===== src/rtl/fmadd_round_pipe.sv =====
// fmadd_round_pipe: two-stage valid/ready rounding stage for the FMADD add path.
// Takes a normalised sum (hidden bit, pre-overflow exponent bit, G/R/S), resolves
// the dynamic rounding mode, rounds, and saturates or flushes the result.
// It produces IEEE-754 fields and RISC-V fflags, and keeps a sticky flag accumulator.
// S1 registers the rounded significand and the incremented exponent.
// S2 registers the overflow/tiny resolution and the final outputs.
`timescale 1ns/1ps
module fmadd_round_pipe #(
   parameter int std   = 31,
   parameter int man   = 22,
   parameter int exp   = 7,
   parameter int TAG_W = 4
) (
   input  logic               clk,
   input  logic               rst,
   input  logic               in_valid,
   output logic               in_ready,
   input  logic [man+1:0]     in_mantissa,
   input  logic [exp+1:0]     in_exponent,
   input  logic               in_sign,
   input  logic               in_guard,
   input  logic               in_round,
   input  logic               in_sticky,
   input  logic               in_underflow_a,
   input  logic               in_nx_mul,
   input  logic               in_a_eq_b,
   input  logic [2:0]         in_frm,
   input  logic [2:0]         csr_frm,
   input  logic [TAG_W-1:0]   in_tag,
   output logic               out_valid,
   input  logic               out_ready,
   output logic [man:0]       out_mantissa,
   output logic [exp:0]       out_exponent,
   output logic               out_sign,
   output logic [4:0]         out_flags,
   output logic               out_rm_illegal,
   output logic [TAG_W-1:0]   out_tag,
   input  logic               flags_clr,
   output logic [4:0]         acc_flags
);

   // std only documents the IEEE word width; folding it in keeps the generic referenced.
   localparam int EXP_W = exp + 1 + (std - std);

   localparam logic [2:0] RM_RNE = 3'b000;
   localparam logic [2:0] RM_RTZ = 3'b001;
   localparam logic [2:0] RM_RDN = 3'b010;
   localparam logic [2:0] RM_RUP = 3'b011;
   localparam logic [2:0] RM_RMM = 3'b100;
   localparam logic [2:0] RM_DYN = 3'b111;

   // ---------------------------------------------------------------- S1 logic
   logic [2:0]       w_rm_res;
   logic             w_rm_illegal;
   logic [2:0]       w_rm_eff;
   logic             w_inx;
   logic             w_up;
   logic [man+2:0]   w_sum;
   logic             w_carry;
   logic [man+1:0]   w_sh;
   logic [exp+1:0]   w_ei;
   logic             w_s1_load;
   logic             w_s2_ready;

   // resolve the dynamic mode; reserved encodings fall back to truncation
   always_comb begin
      w_rm_res     = (in_frm == RM_DYN) ? csr_frm : in_frm;
      w_rm_illegal = (w_rm_res > RM_RMM);
      w_rm_eff     = w_rm_illegal ? RM_RTZ : w_rm_res;
   end

   // round-up decision from the effective mode, sign and G/R/S
   always_comb begin
      w_inx = in_guard | in_round | in_sticky;
      w_up  = 1'b0;
      case (w_rm_eff)
         RM_RNE:  w_up = in_guard & (in_round | in_sticky | in_mantissa[0]);
         RM_RTZ:  w_up = 1'b0;
         RM_RDN:  w_up = w_inx & in_sign;
         RM_RUP:  w_up = w_inx & ~in_sign;
         RM_RMM:  w_up = in_guard;
         default: w_up = 1'b0;
      endcase
   end

   // increment, renormalise on carry-out and bump the exponent
   always_comb begin
      w_sum   = {1'b0, in_mantissa} + {{(man+2){1'b0}}, w_up};
      w_carry = w_sum[man+2];
      w_sh    = w_carry ? w_sum[man+2:1] : w_sum[man+1:0];
      w_ei    = in_exponent + {{EXP_W{1'b0}}, w_carry};
   end

   logic             r1_valid;
   logic [2:0]       r1_rm;
   logic             r1_illegal;
   logic [man+1:0]   r1_sh;
   logic             r1_carry;
   logic [exp+1:0]   r1_ei;
   logic             r1_sign;
   logic             r1_inx;
   logic             r1_underflow_a;
   logic             r1_nx_mul;
   logic             r1_a_eq_b;
   logic [TAG_W-1:0] r1_tag;

   assign w_s2_ready = ~out_valid | out_ready;
   assign in_ready   = ~r1_valid | w_s2_ready;
   assign w_s1_load  = in_valid & in_ready;

   // S1 register: captures an accepted operation, holds while S1 is stalled
   always_ff @(posedge clk) begin
      if (rst) begin
         r1_valid       <= 1'b0;
         r1_rm          <= 3'b000;
         r1_illegal     <= 1'b0;
         r1_sh          <= '0;
         r1_carry       <= 1'b0;
         r1_ei          <= '0;
         r1_sign        <= 1'b0;
         r1_inx         <= 1'b0;
         r1_underflow_a <= 1'b0;
         r1_nx_mul      <= 1'b0;
         r1_a_eq_b      <= 1'b0;
         r1_tag         <= '0;
      end else begin
         if (in_ready) begin
            r1_valid <= in_valid;
         end
         if (w_s1_load) begin
            r1_rm          <= w_rm_eff;
            r1_illegal     <= w_rm_illegal;
            r1_sh          <= w_sh;
            r1_carry       <= w_carry;
            r1_ei          <= w_ei;
            r1_sign        <= in_sign;
            r1_inx         <= w_inx;
            r1_underflow_a <= in_underflow_a;
            r1_nx_mul      <= in_nx_mul;
            r1_a_eq_b      <= in_a_eq_b;
            r1_tag         <= in_tag;
         end
      end
   end

   // ---------------------------------------------------------------- S2 logic
   logic             w_ovf;
   logic             w_to_inf;
   logic             w_tiny;
   logic [exp:0]     w_exp_res;
   logic [man:0]     w_man_res;
   logic             w_sign_res;
   logic [4:0]       w_flags;

   // overflow covers both the pre-overflow bit and an all-ones exponent
   always_comb begin
      w_ovf    = r1_ei[exp+1] | (&r1_ei[exp:0]);
      w_to_inf = (r1_rm == RM_RNE) | (r1_rm == RM_RMM) |
                 ((r1_rm == RM_RUP) & ~r1_sign) | ((r1_rm == RM_RDN) & r1_sign);
      w_tiny   = ~r1_sh[man+1];
   end

   // result fields: saturate on overflow, and flush only the exponent when tiny
   always_comb begin
      w_exp_res = r1_ei[exp:0];
      w_man_res = r1_sh[man:0];
      if (w_ovf) begin
         if (w_to_inf) begin
            w_exp_res = '1;
            w_man_res = '0;
         end else begin
            w_exp_res = {{exp{1'b1}}, 1'b0};
            w_man_res = '1;
         end
      end
      if (w_tiny) begin
         w_exp_res = '0;
      end
   end

   // exact cancellation takes its sign from the rounding mode; flags are {NV,DZ,OF,UF,NX}
   always_comb begin
      w_sign_res = r1_a_eq_b ? (r1_rm == RM_RDN) : r1_sign;
      w_flags    = {1'b0, 1'b0, w_ovf,
                    w_tiny & (r1_inx | r1_underflow_a | r1_nx_mul),
                    r1_inx | w_ovf | r1_underflow_a | r1_nx_mul};
   end

   // S2 register: the visible outputs, frozen while downstream withholds ready
   always_ff @(posedge clk) begin
      if (rst) begin
         out_valid      <= 1'b0;
         out_mantissa   <= '0;
         out_exponent   <= '0;
         out_sign       <= 1'b0;
         out_flags      <= 5'b00000;
         out_rm_illegal <= 1'b0;
         out_tag        <= '0;
      end else if (w_s2_ready) begin
         out_valid <= r1_valid;
         if (r1_valid) begin
            out_mantissa   <= w_man_res;
            out_exponent   <= w_exp_res;
            out_sign       <= w_sign_res;
            out_flags      <= w_flags;
            out_rm_illegal <= r1_illegal;
            out_tag        <= r1_tag;
         end
      end
   end

   logic w_xfer;
   assign w_xfer = out_valid & out_ready;

   // sticky flag accumulator; a clear that coincides with a transfer keeps that transfer's flags
   always_ff @(posedge clk) begin
      if (rst) begin
         acc_flags <= 5'b00000;
      end else if (flags_clr) begin
         acc_flags <= w_xfer ? out_flags : 5'b00000;
      end else if (w_xfer) begin
         acc_flags <= acc_flags | out_flags;
      end
   end

   // r1_carry is kept with the operation for debug visibility of the renormalise step
   logic w_unused;
   assign w_unused = r1_carry;

endmodule


===== config.mk =====
export PLATFORM = sky130hd
export DESIGN_NAME = fmadd_round_pipe
export DESIGN_NICKNAME = d
export VERILOG_FILES = /design/src/rtl/fmadd_round_pipe.sv
export SDC_FILE = /design/constraint.sdc
export NUM_CORES = 1
export LEC_CHECK = 0
export BUFFER_PORTS_ARGS = -buffer_cell sky130_fd_sc_hd__buf_2
export CAP_MARGIN = 20
export CORE_ASPECT_RATIO = 0.9
export CORE_MARGIN = 3
export CORE_UTILIZATION = 30
export DETAILED_ROUTE_END_ITERATION = 12
export GPL_TIMING_DRIVEN = 0
export SLEW_MARGIN = 10
export SYNTH_ARGS = -nofsm -noshare
export SYNTH_HDL_FRONTEND = slang
export SYNTH_SLANG_ARGS = --single-unit

===== constraint.sdc =====
create_clock -name clk -period 9.7 [get_ports clk]
set_clock_uncertainty 0.15 [all_clocks]
set_input_delay 1.94 -clock clk [delete_from_list [all_inputs] [get_ports clk]]
set_output_delay 1.94 -clock clk [all_outputs]
set_load 0.005 [all_outputs]

# Word-level counts from Yosys, hierarchy flattened
# Index checks and enable logic that the tools add are counted.
[classes]
eq_ne = 7
n_lt_le_gt_ge = 1
reduce_logical = 5
bitwise = 29
mux = 13
mul = 0
n_addsub = 2
n_div = 0
shifts = 0
[ops]
columns = ["operator", "n"]
rows = [
  ["2-to-1 mux 23 bit", 2],
  ["adder 24 x 1 -> 25 bit", 1],
  ["2-to-1 mux 24 bit", 1],
  ["2-to-1 mux 8 bit", 2],
  ["OR 1 bit", 15],
  ["== test 3 x 2 -> 1 bit (second input constant)", 4],
  ["2-to-1 mux 5 bit", 2],
  ["adder 9 x 1 -> 9 bit", 1],
  ["== test 3 bit (second input constant)", 3],
  ["2-to-1 mux 3 bit", 3],
  ["AND 1 bit", 8],
  ["AND reduction 8 bit", 1],
  ["logical NOT 3 bit", 2],
  ["inverter 1 bit", 5],
  ["OR 5 x 3 -> 5 bit", 1],
  ["one-hot mux 1 bit (4 select lines)", 1],
  ["greater-than comparator 3 bit (second input constant)", 1],
  ["2-to-1 mux 1 bit", 2],
  ["AND reduction 2 bit", 1],
  ["nonzero test 2 bit", 1],
]
[word_totals]
latchBits = 0
ff_bits = 93
romBits = 0
ramBits = 0
out_inout_bits = 49
memories = 0
wordCells = 76

# Depth between registers and ports, before layout
# Gate-level depths: netlist of the first run.
[depth]
word_depth = 8
mapped_depth = 17
depth_no_buf = 17

# Worst setup path after synthesis of the first run
# Ideal clock, no wire load.
[synth_timing]
path_kind = "input to register"
start = "in in_frm[2]"
end = "reg r1_ei[8]"
setup_slack_ps = 4841
arrival_ps = 4624
stages = 17
path_cell_list = "nand2_1 > o21ai_0 > xnor2_1 > nand3_1 > o21ai_0 > ha_1 > ha_1 > and3_1 > nand3_2 > nor3_1 > ha_1 > ha_1 > nand3_1 > nor2_1 > nand3_1 > xor2_1 > a211oi_1"
[synth_between]
elab_chain_len = 8
elab_cells_between_ends = 11
[synth_rtl]
columns = ["element", "line_no", "rtl"]
rows = [
  ["start: declaration", "27", "input logic [2:0] in_frm,"],
  ["== test 3 bit", "67", "w_rm_res = (in_frm == RM_DYN) ? csr_frm : in_frm;"],
  ["2-to-1 mux 3 bit *", "67", ""],
  ["greater-than comparator 3 bit", "68", "w_rm_illegal = (w_rm_res > RM_RMM);"],
  ["2-to-1 mux 3 bit *", "69", "w_rm_eff = w_rm_illegal ? RM_RTZ : w_rm_res;"],
  ["== test 3 bit (tied with other cells)", "76", "case (w_rm_eff)"],
  ["one-hot mux 1 bit (4 select lines) *", "76", ""],
  ["adder 24 x 1 -> 25 bit *", "88", "w_sum = {1'b0, in_mantissa} + {{(man+2){1'b0}}, w_up};"],
  ["adder 9 x 1 -> 9 bit *", "91", "w_ei = in_exponent + {{EXP_W{1'b0}}, w_carry};"],
  ["end signal: assignment", "135", "r1_ei <= w_ei;"],
  ["end: declaration", "99", "logic [exp+1:0] r1_ei;"],
]
# Mark *: on every way between the ends. The rest lies on a longest branch, timed or not.
# A chain may end at the register's enable or synchronous reset.

# Final worst setup path of the first run
[layout_timing]
start = "in in_frm[1]"
end = "reg r1_ei[8]"
# The elaborated chain is that of the path after synthesis.

==> results of run 1 <==
==> cell families after synthesis <==
kind of cell	synth area share, %
xor gates and xnor gates	5.92
buffers and inverters	4.80
other	0.0905
AOI/OAI and AO/OA	20.3
and+or+nand+nor	23.5
DFF	43.9
adders and majority gates	1.21
muxes	0.241
==> cell usage in the layout (no fill, tap or decap), types with 5 or more instances in the layout <==
cell | Yosys | final
sky130_fd_sc_hd__xnor2_1 | 17 | 17
sky130_fd_sc_hd__a211oi_1 | 33 | 33
sky130_fd_sc_hd__and2_1 | 5 | 5
sky130_fd_sc_hd__a311oi_1 | 10 | 10
sky130_fd_sc_hd__a21oi_1 | 58 | 58
sky130_fd_sc_hd__o21ai_0 | 11 | 11
sky130_fd_sc_hd__and4_1 | 6 | 6
sky130_fd_sc_hd__and3_2 | 5 | 5
sky130_fd_sc_hd__nor2_1 | 55 | 55
sky130_fd_sc_hd__nand3b_1 | 12 | 12
sky130_fd_sc_hd__nand2_1 | 65 | 65
sky130_fd_sc_hd__clkbuf_1 | 31 | 31
sky130_fd_sc_hd__xor2_1 | 11 | 11
sky130_fd_sc_hd__clkbuf_16 | 0 | 9
sky130_fd_sc_hd__buf_2 | 3 | 101
sky130_fd_sc_hd__nand3_1 | 18 | 18
sky130_fd_sc_hd__nor3_1 | 7 | 7
sky130_fd_sc_hd__dfxtp_1 | 91 | 91
sky130_fd_sc_hd__o211ai_1 | 10 | 10
==> flip-flops by register name, summed over array words and instances (netlist names) <==
register,cells
r1_sh,24
out_mantissa,23
r1_ei,9
out_exponent,8
out_tag,4
r1_tag,4
acc_flags,3
out_flags,3
r1_rm,3
out_rm_illegal,1
out_sign,1
out_valid,1
r1_a_eq_b,1
r1_illegal,1
r1_inx,1
r1_nx_mul,1
r1_sign,1
r1_underflow_a,1
r1_valid,1
==> area by class of cell <==
class,instances,area [um2]
Sequential cell,91,1820
Clock inverter,6,53.8
Tap cell,168,210
Multi-Input combinational cell,368,2140
Buffer,40,184
Timing Repair Buffer,98,490
Inverter,4,15.0
Fill cell,1421,8260
Clock buffer,10,239
==> cell usage after synthesis (2+ instances only) <==
| cell type | instances | share of area, % |
|---|---|---|
| sky130_fd_sc_hd__a21oi_1 | 58 | 7.0 |
| sky130_fd_sc_hd__and4_1 | 6 | 1.3 |
| sky130_fd_sc_hd__a311oi_1 | 10 | 2.1 |
| sky130_fd_sc_hd__and3_2 | 5 | 0.91 |
| sky130_fd_sc_hd__nor3_1 | 7 | 0.85 |
| sky130_fd_sc_hd__and3_1 | 3 | 0.45 |
| sky130_fd_sc_hd__nand3b_1 | 12 | 2.2 |
| sky130_fd_sc_hd__nand2_1 | 65 | 5.9 |
| sky130_fd_sc_hd__nand3_1 | 18 | 2.2 |
| sky130_fd_sc_hd__nand2b_1 | 4 | 0.60 |
| sky130_fd_sc_hd__buf_4 | 4 | 0.72 |
| sky130_fd_sc_hd__dfxtp_1 | 91 | 44 |
| sky130_fd_sc_hd__inv_1 | 4 | 0.36 |
| sky130_fd_sc_hd__buf_2 | 3 | 0.36 |
| sky130_fd_sc_hd__buf_6 | 2 | 0.54 |
| sky130_fd_sc_hd__o21ai_0 | 11 | 1.3 |
| sky130_fd_sc_hd__xor2_1 | 11 | 2.3 |
| sky130_fd_sc_hd__nor2_1 | 55 | 5.0 |
| sky130_fd_sc_hd__and2_1 | 5 | 0.75 |
| sky130_fd_sc_hd__nand4_1 | 4 | 0.60 |
| sky130_fd_sc_hd__ha_1 | 4 | 1.2 |
| sky130_fd_sc_hd__a32oi_1 | 3 | 0.63 |
| sky130_fd_sc_hd__xnor2_1 | 17 | 3.6 |
| sky130_fd_sc_hd__nor4_1 | 3 | 0.45 |
| sky130_fd_sc_hd__clkbuf_1 | 31 | 2.8 |
| sky130_fd_sc_hd__o211ai_1 | 10 | 1.8 |
| sky130_fd_sc_hd__a211oi_1 | 33 | 6.0 |
| sky130_fd_sc_hd__or3_1 | 4 | 0.60 |
==> worst max-delay path by stage <==
stage	startpoint	endpoint	slack (ns)	cells past startpoint
6_report	in_frm[1]	r1_ei[8]	4.18	18
2_1_floorplan	in_frm[2]	r1_ei[8]	4.84	17
5_1_grt	in_frm[1]	r1_ei[8]	3.89	18
3_5_place_dp	in_frm[1]	r1_ei[8]	3.90	18
4_1_cts	in_frm[1]	r1_ei[8]	4.25	18
3_3_place_gp	in_frm[1]	r1_ei[8]	3.90	18
==> metal layers <==
layer / up-vias / track usage [%] / routed length (um)
met4: 0 / 2.73 / 63
met1: 1830 / 23.2 / 5980
met2: 149 / 22.8 / 5080
met5: - / 0 / 0
li1: 2006 / - / -
met3: 5 / 3.27 / 853
==> through the flow <==
stage | utilization [%] | setup WS [ns] | cell area [um2]
floorplan | - | 4.84 | 4160
global placement | 36.2 | 3.90 | 4860
detailed placement | 36.2 | 3.90 | 4860
CTS | 38.4 | 4.25 | 5150
global route | 38.4 | 3.89 | 5150
finish | 38.4 | 4.18 | 5150
==> power by group through the flow <==
stage               combinational, mW  sequential (mW)  clock (mW)
floorplan                      0.0617            0.415           0
global placement                0.106            0.417           0
detailed placement              0.108            0.418           0
CTS                             0.109            0.410       0.342
global route                    0.122            0.412       0.358
finish                          0.108            0.410       0.336
==> worst register-to-register path, stage by stage, from the launching register on <==
cell and delay (ns):
sky130_fd_sc_hd__dfxtp_1 0.33, sky130_fd_sc_hd__and4_1 0.20, sky130_fd_sc_hd__a21oi_1 0.55, sky130_fd_sc_hd__or3_1 0.20, sky130_fd_sc_hd__clkbuf_1 0.26, sky130_fd_sc_hd__buf_2 0.29, sky130_fd_sc_hd__a211oi_1 0.10
==> results_dict.tcl, run 1 <==
set metrics [dict create \
    kind_of_path_behind_the_tightest_hold_check "reg2reg" \
    pwr-share-seq_pct 48.0 \
    critical_path.most_common_cell "sky130_fd_sc_hd__ha_1" \
    synth_warnings 0 \
    crit_fanout 5 \
    clkPwrFrac_pct 39.3 \
    irDropWorstVdd_v 0.0000777 \
    globalRoute.totalOverflow 0 \
    cts-buffers-inserted 9 \
    cts.path.max_buffers 2 \
    tritoncts_clock_tree "yes" \
    dp_cells 769 \
    cp_data_required_time_ns 9.75 \
    worst_hold_slack_ns 0.305 \
    routed_via_density 5.08 \
    p_sw_share_pct 26.9 \
    timing.critical_path.max_delay_family "simple AND/OR/NAND/NOR gates" \
    start_util_pct 30.9 \
    coreArea_um2 13400 \
    finalNetCount 671 \
    detail_route.wl_per_cell_um 15.3 \
    maximum_number_of_pins_on_one_net_before_global_route_repair 18 \
    critical_path_arrival_ns 5.57 \
    maxClockFrequency_mhz 181 \
    status "finished clean" \
    ys_seq_elements 91 \
    synth.distinct_cells 45 \
    crit_chain "buf_2, nand2_1, o21ai_0, xnor2_1, nand3_1, o21ai_0, ha_1, ha_1, and3_1, nand3_2, nor3_1, ha_1, ha_1, nand3_1, nor2_1, nand3_1, xor2_1, a211oi_1" \
    period_minus_slack_ns 5.52 \
    io_pins 104 \
    area_growth_syn_to_layout_pct 24.2 \
    final-setup-viol-count 0 \
    drcViolationCount 0 \
    rows 40 \
    r2r_start "r1_ei[3]" \
    crit_path_largest_cell_delay_ns 0.67 \
    hpwl_um 9660 \
    min_path_cells 2 \
    post_drt_antenna_nets 0 \
    tightestPinTransition_ns 0.791 \
    grt_use_total_pct 15.4 \
    async_reset_ff_share_pct 0 \
    synth_cells 500 \
    number_of_global_route_vias_before_repair 3697 \
    post_route_cells_drive_above_1_share_pct 21.6 \
    finalWirelength_um 12000 \
    antenna-diode-count 0 \
    numClockSinks 91 \
    internal-power_uw 625 \
    path_clk_slew_ns 0.07 \
    timing.hold.worst.start "r1_tag[3]" \
    worst-r2r-setup-slack_ns 7.49 \
    cts_resized 0 \
    dr_total_vias 3990 \
    final-hold-violation-count 0 \
    detail_route.first_pass.iterations 5 \
    slowest_stage "sky130_fd_sc_hd__nor3_1" \
    cap_viol_max_count 0 \
    ctsHoldBuffers 0 \
    ys.flop_type "sky130_fd_sc_hd__dfxtp_1" \
    detail_route.iter0.violations 273 \
    tightest_slew_margin_relative_to_the_limit_pct 46.9 \
    ctsRootBufferMaster "sky130_fd_sc_hd__clkbuf_16" \
    antenna_violations_before_repair 0 \
    port_buffers 98 \
    fin_total_pwr_uw 854 \
    power.switching_uw 229 \
    setup_tns_ns 0 \
    worst_r2r_endpoint "out_mantissa[4]" \
    min_to "out_tag[3]" \
    slew_viol_final 0 \
    worst-setup-path-type "in2reg" \
    share_comb_of_total_power_pct 12.7 \
    cellLeakagePower_nw 2.05 \
    die_height_um 118 \
    powerDensity_nw_per_um2 166 \
    insertion_delay_ns 0.34 \
    yosysSeqAreaShare_pct 43.9 \
    place_congestion 0.864 \
    stdcell_count 785 \
    ff2ff_path_depth 6 \
    post-route-period-util_pct 56.9 \
    syn_area_um2 4150 \
    fp.dieArea_um2 15300 \
    setup_repair_after_global_routing_missed_its_margin "no" \
    grt_first_pass_wirelength_um 18900 \
    avg_inst_size_synth_um2 8.29 \
    h_tree_lvls 3 \
    die-width_um 130 \
    timing.critical_path.to_type "register" \
    worst-path-buf-inv 1 \
    post-cts-setup-buffer-count 0 \
    startpoint_type "input pin" \
    count_of_flip_flops_with_a_built_in_enable_after_synthesis 0 \
]
(Power assumes the default switching activity.)
==> run 2: changes to the inputs <==
==> constraint.sdc (replaced) <==
create_clock -name clk -period 4.7 [get_ports clk]
set_clock_uncertainty 0.15 [all_clocks]
set_input_delay 0.94 -clock clk [delete_from_list [all_inputs] [get_ports clk]]
set_output_delay 0.94 -clock clk [all_outputs]
set_load 0.005 [all_outputs]
==> run 2 against run 1 <==
Effect of this change:
- clock power rose by 110%
- design area barely moved
- final cell count is the same
- combinational power increased by 110%
- setup slack worse by 3.7 ns
- count of clock-buffer cells in the layout is the same
- die area unchanged
==> results_dict.tcl, run 2 (same netlist as run 1, synthesis figures left out) <==
set metrics [dict create \
    status "finished clean" \
    largest_registers "r1_sh: 24 flops, out_mantissa: 23 flops, r1_ei: 9 flops" \
    period_minus_slack_ns 4.20 \
    share_comb_of_total_power_pct 12.6 \
    area_growth_syn_to_layout_pct 24.4 \
    power.switching_uw 477 \
    placed_cell_area_um2 4860 \
    cellLeakagePower_nw 2.05 \
    p_sw_share_pct 27.0 \
    setup_repair_after_global_routing_missed_its_margin "no" \
    coreArea_um2 13400 \
    post-route-period-util_pct 89.4 \
    irDropWorstVdd_v 0.000160 \
    final-hold-violation-count 0 \
    maxClockFrequency_mhz 238 \
    detail_route.wl_per_cell_um 15.2 \
    finalNetCount 671 \
    die-width_um 130 \
    internal-power_mw 1.29 \
    critical_path_arrival_ns 4.26 \
    port_buffers 98 \
    cts-buffers-inserted 9 \
    cp_data_required_time_ns 4.75 \
    tightestPinTransition_ns 0.651 \
    design_area_um2 5150 \
    die_height_um 118 \
    rows 40 \
    cap_viol_max_count 0 \
    cts_resized 0 \
    powerDensity_nw_per_um2 343 \
    fillCellCount 1421 \
    tritoncts_clock_tree "yes" \
    start_util_pct 30.9 \
    globalRoute.totalOverflow 0 \
    path_clk_slew_ns 0.07 \
    crit_chain "buf_2, nand2_1, o21ai_0, xnor2_1, nand3_1, o21ai_0, ha_1, ha_1, and3_1, nand3_2, nor3_2, ha_1, ha_1, nand3_1, nor2_1, nand3_1, xor2_1, a211oi_1" \
    startpoint_type "input pin" \
    wl_met3_um 814 \
    routed_via_density 5.07 \
    detail_route.first_pass.iterations 5 \
    detail_route.iter0.violations 241 \
    routed-wl-met2_um 5110 \
    timing.critical_path.to_type "register" \
    number_of_global_route_vias_before_repair 3697 \
    final_common_cell "sky130_fd_sc_hd__buf_2" \
    post_route_cells_drive_above_1_share_pct 21.7 \
    dr_total_vias 3983 \
    cts.path.max_buffers 2 \
    final_cell_mix "sky130_fd_sc_hd__buf_2 (101), sky130_fd_sc_hd__dfxtp_1 (91), sky130_fd_sc_hd__nand2_1 (65)" \
    route.layer.met1.wl_um 5960 \
    slew_viol_final 0 \
    final-setup-viol-count 0 \
    tightest_slew_margin_relative_to_the_limit_pct 56.6 \
    regMostFlops "r1_sh" \
    worst_hold_slack_ns 0.304 \
    h_tree_lvls 3 \
    post_drt_antenna_nets 0 \
    antenna_violations_before_repair 0 \
    finalWirelength_um 12000 \
    drcViolationCount 0 \
    numClockSinks 91 \
    critical_path.most_common_cell "sky130_fd_sc_hd__ha_1" \
    grt_use_total_pct 15.4 \
    maximum_number_of_pins_on_one_net_before_global_route_repair 18 \
    ctsHoldBuffers 0 \
    antenna-diode-count 0 \
    fp.dieArea_um2 15300 \
    hpwl_um 9660 \
    worst-setup-path-type "in2reg" \
    kind_of_path_behind_the_tightest_hold_check "reg2reg" \
    place_congestion 0.864 \
    post-cts-setup-buffer-count 0 \
    crit_path_largest_cell_delay_ns 0.39 \
    crit_fanout 5 \
    pwr-share-seq_pct 47.9 \
    largest_register_ff_count 24 \
    insertion_delay_ns 0.34 \
    ctsRootBufferMaster "sky130_fd_sc_hd__clkbuf_16" \
    clkPwrFrac_pct 39.5 \
    fin_util_pct 38.4 \
    slowest_stage "sky130_fd_sc_hd__nor3_2" \
    io_pins 104 \
    grt_first_pass_wirelength_um 18900 \
    top_layer_used "met4" \
]
run 2: final cells by class:
type / instances / area (um2) / share of cell area (%)
plain buffers: 40 / 184 / 3.57
clock buffers: 10 / 239 / 4.64
clock inverters: 6 / 53.8 / 1.04
inverters: 4 / 15.0 / 0.291
multi-input cells: 368 / 2140 / 41.5
flip-flops and latches: 91 / 1820 / 35.3
well taps: 168 / 210 / 4.08
repair buffers: 98 / 490 / 9.51
run 2: metrics by stage:
stage / TNS (ns) / worst slack [ns] / cells / power, mW
6_report: 0 / 0.498 / 785 / 1.77
3_3_place_gp: -0.0978 / -0.0978 / 769 / 1.08
5_1_grt: 0 / 0.145 / 785 / 1.84
4_1_cts: 0 / 0.245 / 785 / 1.78
3_5_place_dp: -0.102 / -0.102 / 769 / 1.09
2_1_floorplan: 0 / 0.841 / 503 / 0.984
run 2: per-layer routing:
layer	global-route usage, %	up-vias
met5	0	-
met4	2.73	0
met3	3.27	6
met2	22.8	154
met1	23.2	1818
li1	-	2005
run 2: path summary, 6_finish.rpt:
kind,start,to,slack [ns],cells after the start
max,in_frm[1],r1_ei[8],0.50,18
min,r1_tag[3],out_tag[3],0.30,2
max reg2reg,r1_ei[2],out_mantissa[5],2.49,6
min reg2reg,r1_tag[3],out_tag[3],0.30,2
run 2: critical path, delay by kind of cell:
kind	cells	cell delay (ns)
AND/OR/NAND/NOR	8	1.31
adder cells (fa/ha/maj)	4	0.89
AO/OA/AOI/OAI	3	0.57
XOR/XNOR	2	0.42
buffers and inverters	1	0.12
run 2: power groups by stage:
stage          Clock, mW  Sequential (mW)  Combinational (mW)
3_5_place_dp           0            0.863               0.223
4_1_cts            0.706            0.846               0.224
2_1_floorplan          0            0.856               0.127
5_1_grt            0.738            0.851               0.251
6_report           0.697            0.846               0.223
3_3_place_gp           0            0.861               0.219
==> run 3: changes to the inputs <==
--- a/config.mk
+++ b/config.mk
@@ -12,6 +12,7 @@
 export CORE_UTILIZATION = 30
 export DETAILED_ROUTE_END_ITERATION = 12
 export GPL_TIMING_DRIVEN = 0
+export REMOVE_ABC_BUFFERS = 1
 export SLEW_MARGIN = 10
 export SYNTH_ARGS = -nofsm -noshare
 export SYNTH_HDL_FRONTEND = slang
==> run 3 against run 2 <==
Effect of this change:
- worst hold slack got worse by 0.0024 ns
- critical path type unchanged
- clock power rose by 9.8%
- sequential cell count did not move
- highest routed layer unchanged
- non-clock buffer count fell by 35
- die area did not move
- maximum frequency rose by 1.9%
==> results_dict.tcl, run 3 (same netlist as run 1, synthesis figures left out) <==
set metrics [dict create \
    status "finished clean" \
    coreArea_um2 13400 \
    power.switching_uw 455 \
    fillCellCount 1414 \
    critical_path_arrival_ns 4.23 \
    cap_viol_max_count 0 \
    crit_path_largest_cell_delay_ns 0.40 \
    drcViolationCount 0 \
    placed_cell_area_um2 4770 \
    grt_use_met3_pct 3.49 \
    crit_fanout 5 \
    finalWirelength_um 11200 \
    routed_via_density 5.11 \
    place_congestion 0.828 \
    regMostFlops "r1_sh" \
    largest_register_ff_count 24 \
    cellLeakagePower_nw 2.02 \
    io_pins 104 \
    min_path_cells 2 \
    post_route_cells_drive_above_1_share_pct 22.9 \
    numClockSinks 91 \
    die_height_um 118 \
    fp.dieArea_um2 15300 \
    clkPwrFrac_pct 41.9 \
    maxClockFrequency_mhz 243 \
    h_tree_lvls 3 \
    internal-power_mw 1.37 \
    cp_data_required_time_ns 4.81 \
    grt_first_pass_wirelength_um 18400 \
    cts.path.max_buffers 2 \
    ctsHoldBuffers 0 \
    dr_total_vias 3825 \
    path_depth 18 \
    area_growth_syn_to_layout_pct 23.2 \
    antenna_violations_before_repair 0 \
    worst_hold_slack_ns 0.302 \
    antenna-diode-count 0 \
    slowest_stage "sky130_fd_sc_hd__nor3_2" \
    ff2ff_path_depth 5 \
    globalRoute.totalOverflow 0 \
    rows 40 \
    number_of_global_route_vias_before_repair 3738 \
    post-route-period-util_pct 87.7 \
    powerDensity_nw_per_um2 357 \
    worst-setup-path-type "in2reg" \
    kind_of_path_behind_the_tightest_hold_check "reg2reg" \
    worst-path-buf-inv 1 \
    start_util_pct 30.9 \
    final-setup-viol-count 0 \
    detail_route.first_pass.iterations 4 \
    pwr-share-seq_pct 46.3 \
    hpwl_um 8010 \
    detail_route.wl_per_cell_um 15.0 \
    tightest_slew_margin_relative_to_the_limit_pct 37.6 \
    port_buffers 99 \
    timing.critical_path.max_delay_family "simple AND/OR/NAND/NOR gates" \
    maximum_number_of_pins_on_one_net_before_global_route_repair 77 \
    irDropWorstVdd_v 0.000169 \
    post_drt_antenna_nets 0 \
    period_minus_slack_ns 4.12 \
    slew_viol_final 0 \
    path_clk_slew_ns 0.06 \
    final-hold-violation-count 0 \
    tightestPinTransition_ns 0.936 \
    ctsRootBufferMaster "sky130_fd_sc_hd__clkbuf_16" \
    largest_registers "r1_sh: 24 flops, out_mantissa: 23 flops, r1_ei: 9 flops" \
    critical_path.most_common_cell "sky130_fd_sc_hd__ha_1" \
    die-width_um 130 \
    cts-buffers-inserted 9 \
    share_comb_of_total_power_pct 11.7 \
    p_sw_share_pct 24.9 \
    design_area_um2 5110 \
    final_common_cell "sky130_fd_sc_hd__buf_2" \
    timing.critical_path.to_type "register" \
    startpoint_type "input pin" \
    detail_route.iter0.violations 133 \
    final_cell_mix "sky130_fd_sc_hd__buf_2 (98), sky130_fd_sc_hd__dfxtp_1 (91), sky130_fd_sc_hd__nand2_1 (64)" \
    insertion_delay_ns 0.34 \
    grt_use_total_pct 14.8 \
    global_route.peak_usage_layer "met2" \
    setup_repair_after_global_routing_missed_its_margin "no" \
    groute.layer.met1.usage_pct 20.2 \
    met2_usage_pct 23.6 \
    tritoncts_clock_tree "yes" \
    finalNetCount 636 \
    crit_chain "buf_2, nand2_1, o21ai_0, xnor2_1, nand3_1, o21ai_0, ha_1, ha_1, and3_1, nand3_2, nor3_2, ha_1, ha_1, nand3_1, nor2_1, nand3_1, xor2_1, a211oi_1" \
]
## run 3: changes by cell type in the layout (fill, tap and decap cells not counted), moves of 2 or more
cell,before,now
sky130_fd_sc_hd__buf_6,2,0
sky130_fd_sc_hd__and2_2,1,3
sky130_fd_sc_hd__clkinvlp_4,1,3
sky130_fd_sc_hd__bufinv_16,0,2
sky130_fd_sc_hd__buf_4,4,1
sky130_fd_sc_hd__and2_1,5,3
sky130_fd_sc_hd__inv_6,3,0
sky130_fd_sc_hd__clkbuf_1,31,0
sky130_fd_sc_hd__buf_16,0,2
sky130_fd_sc_hd__buf_2,101,98
## run 3: final timing paths
kind	start	endpoint	slack [ns]
worst max-delay path	in_frm[1]	r1_ei[8]	0.58
worst min-delay path	out_tag[3]	out_tag[3]	0.30
worst max register to register	r1_ei[7]	out_exponent[0]	2.03
worst min register to register	out_tag[3]	out_tag[3]	0.30
## run 3: per-stage QoR
step	total power, mW	setup TNS [ns]	worst slack, ns	cells	util (%)
6_report	1.82	0	0.577	749	38.1
5_1_grt	1.91	0	0.182	749	38.1
4_1_cts	1.85	0	0.226	748	37.9
3_5_place_dp	1.08	-0.125	-0.125	733	35.6
3_3_place_gp	1.06	-0.0910	-0.0910	730	34.9
2_1_floorplan	0.965	0	0.840	463	-
## run 3: layout make-up
type                       count  area [um2]  share of cell area [%]
timing repair buffer         103         588                    11.5
multi-input combinational    368        2160                    42.2
clock buffer                   9         225                    4.41
clock inverter                 6        91.3                    1.79
sequential                    91        1820                    35.7
inverter                       4        15.0                   0.294
tap                          168         210                    4.11
## run 3: per-layer routing
layer | part of all wire (%) | up-vias
met4 | 1.1 | 0
met2 | 46 | 108
met3 | 5.1 | 10
met1 | 48 | 1790
li1 | - | 1917
met5 | 0 | -
## run 3: repair_timing
| action | CTS | global route |
|---|---|---|
| resized for setup | 0 | 1 |
| setup buffers | 0 | 0 |
| endpoints found under the setup margin | 0 | 1 |
| endpoints found under the hold margin | 0 | 0 |
## run 3: power by group through the flow
stage | sequential (mW) | combinational, mW | clock [mW]
floorplan | 0.858 | 0.107 | 0
global placement | 0.861 | 0.203 | 0
finish | 0.846 | 0.214 | 0.765
CTS | 0.846 | 0.216 | 0.788
detailed placement | 0.863 | 0.215 | 0
global route | 0.851 | 0.241 | 0.821
## run 3: worst reg2reg max path: cells and delay by family, from the launching register on
kind             cells  cell delay [ns]
AO/OA/AOI/OAI        3             1.05
flip-flops           1             0.32
AND/OR/NAND/NOR      2             1.07
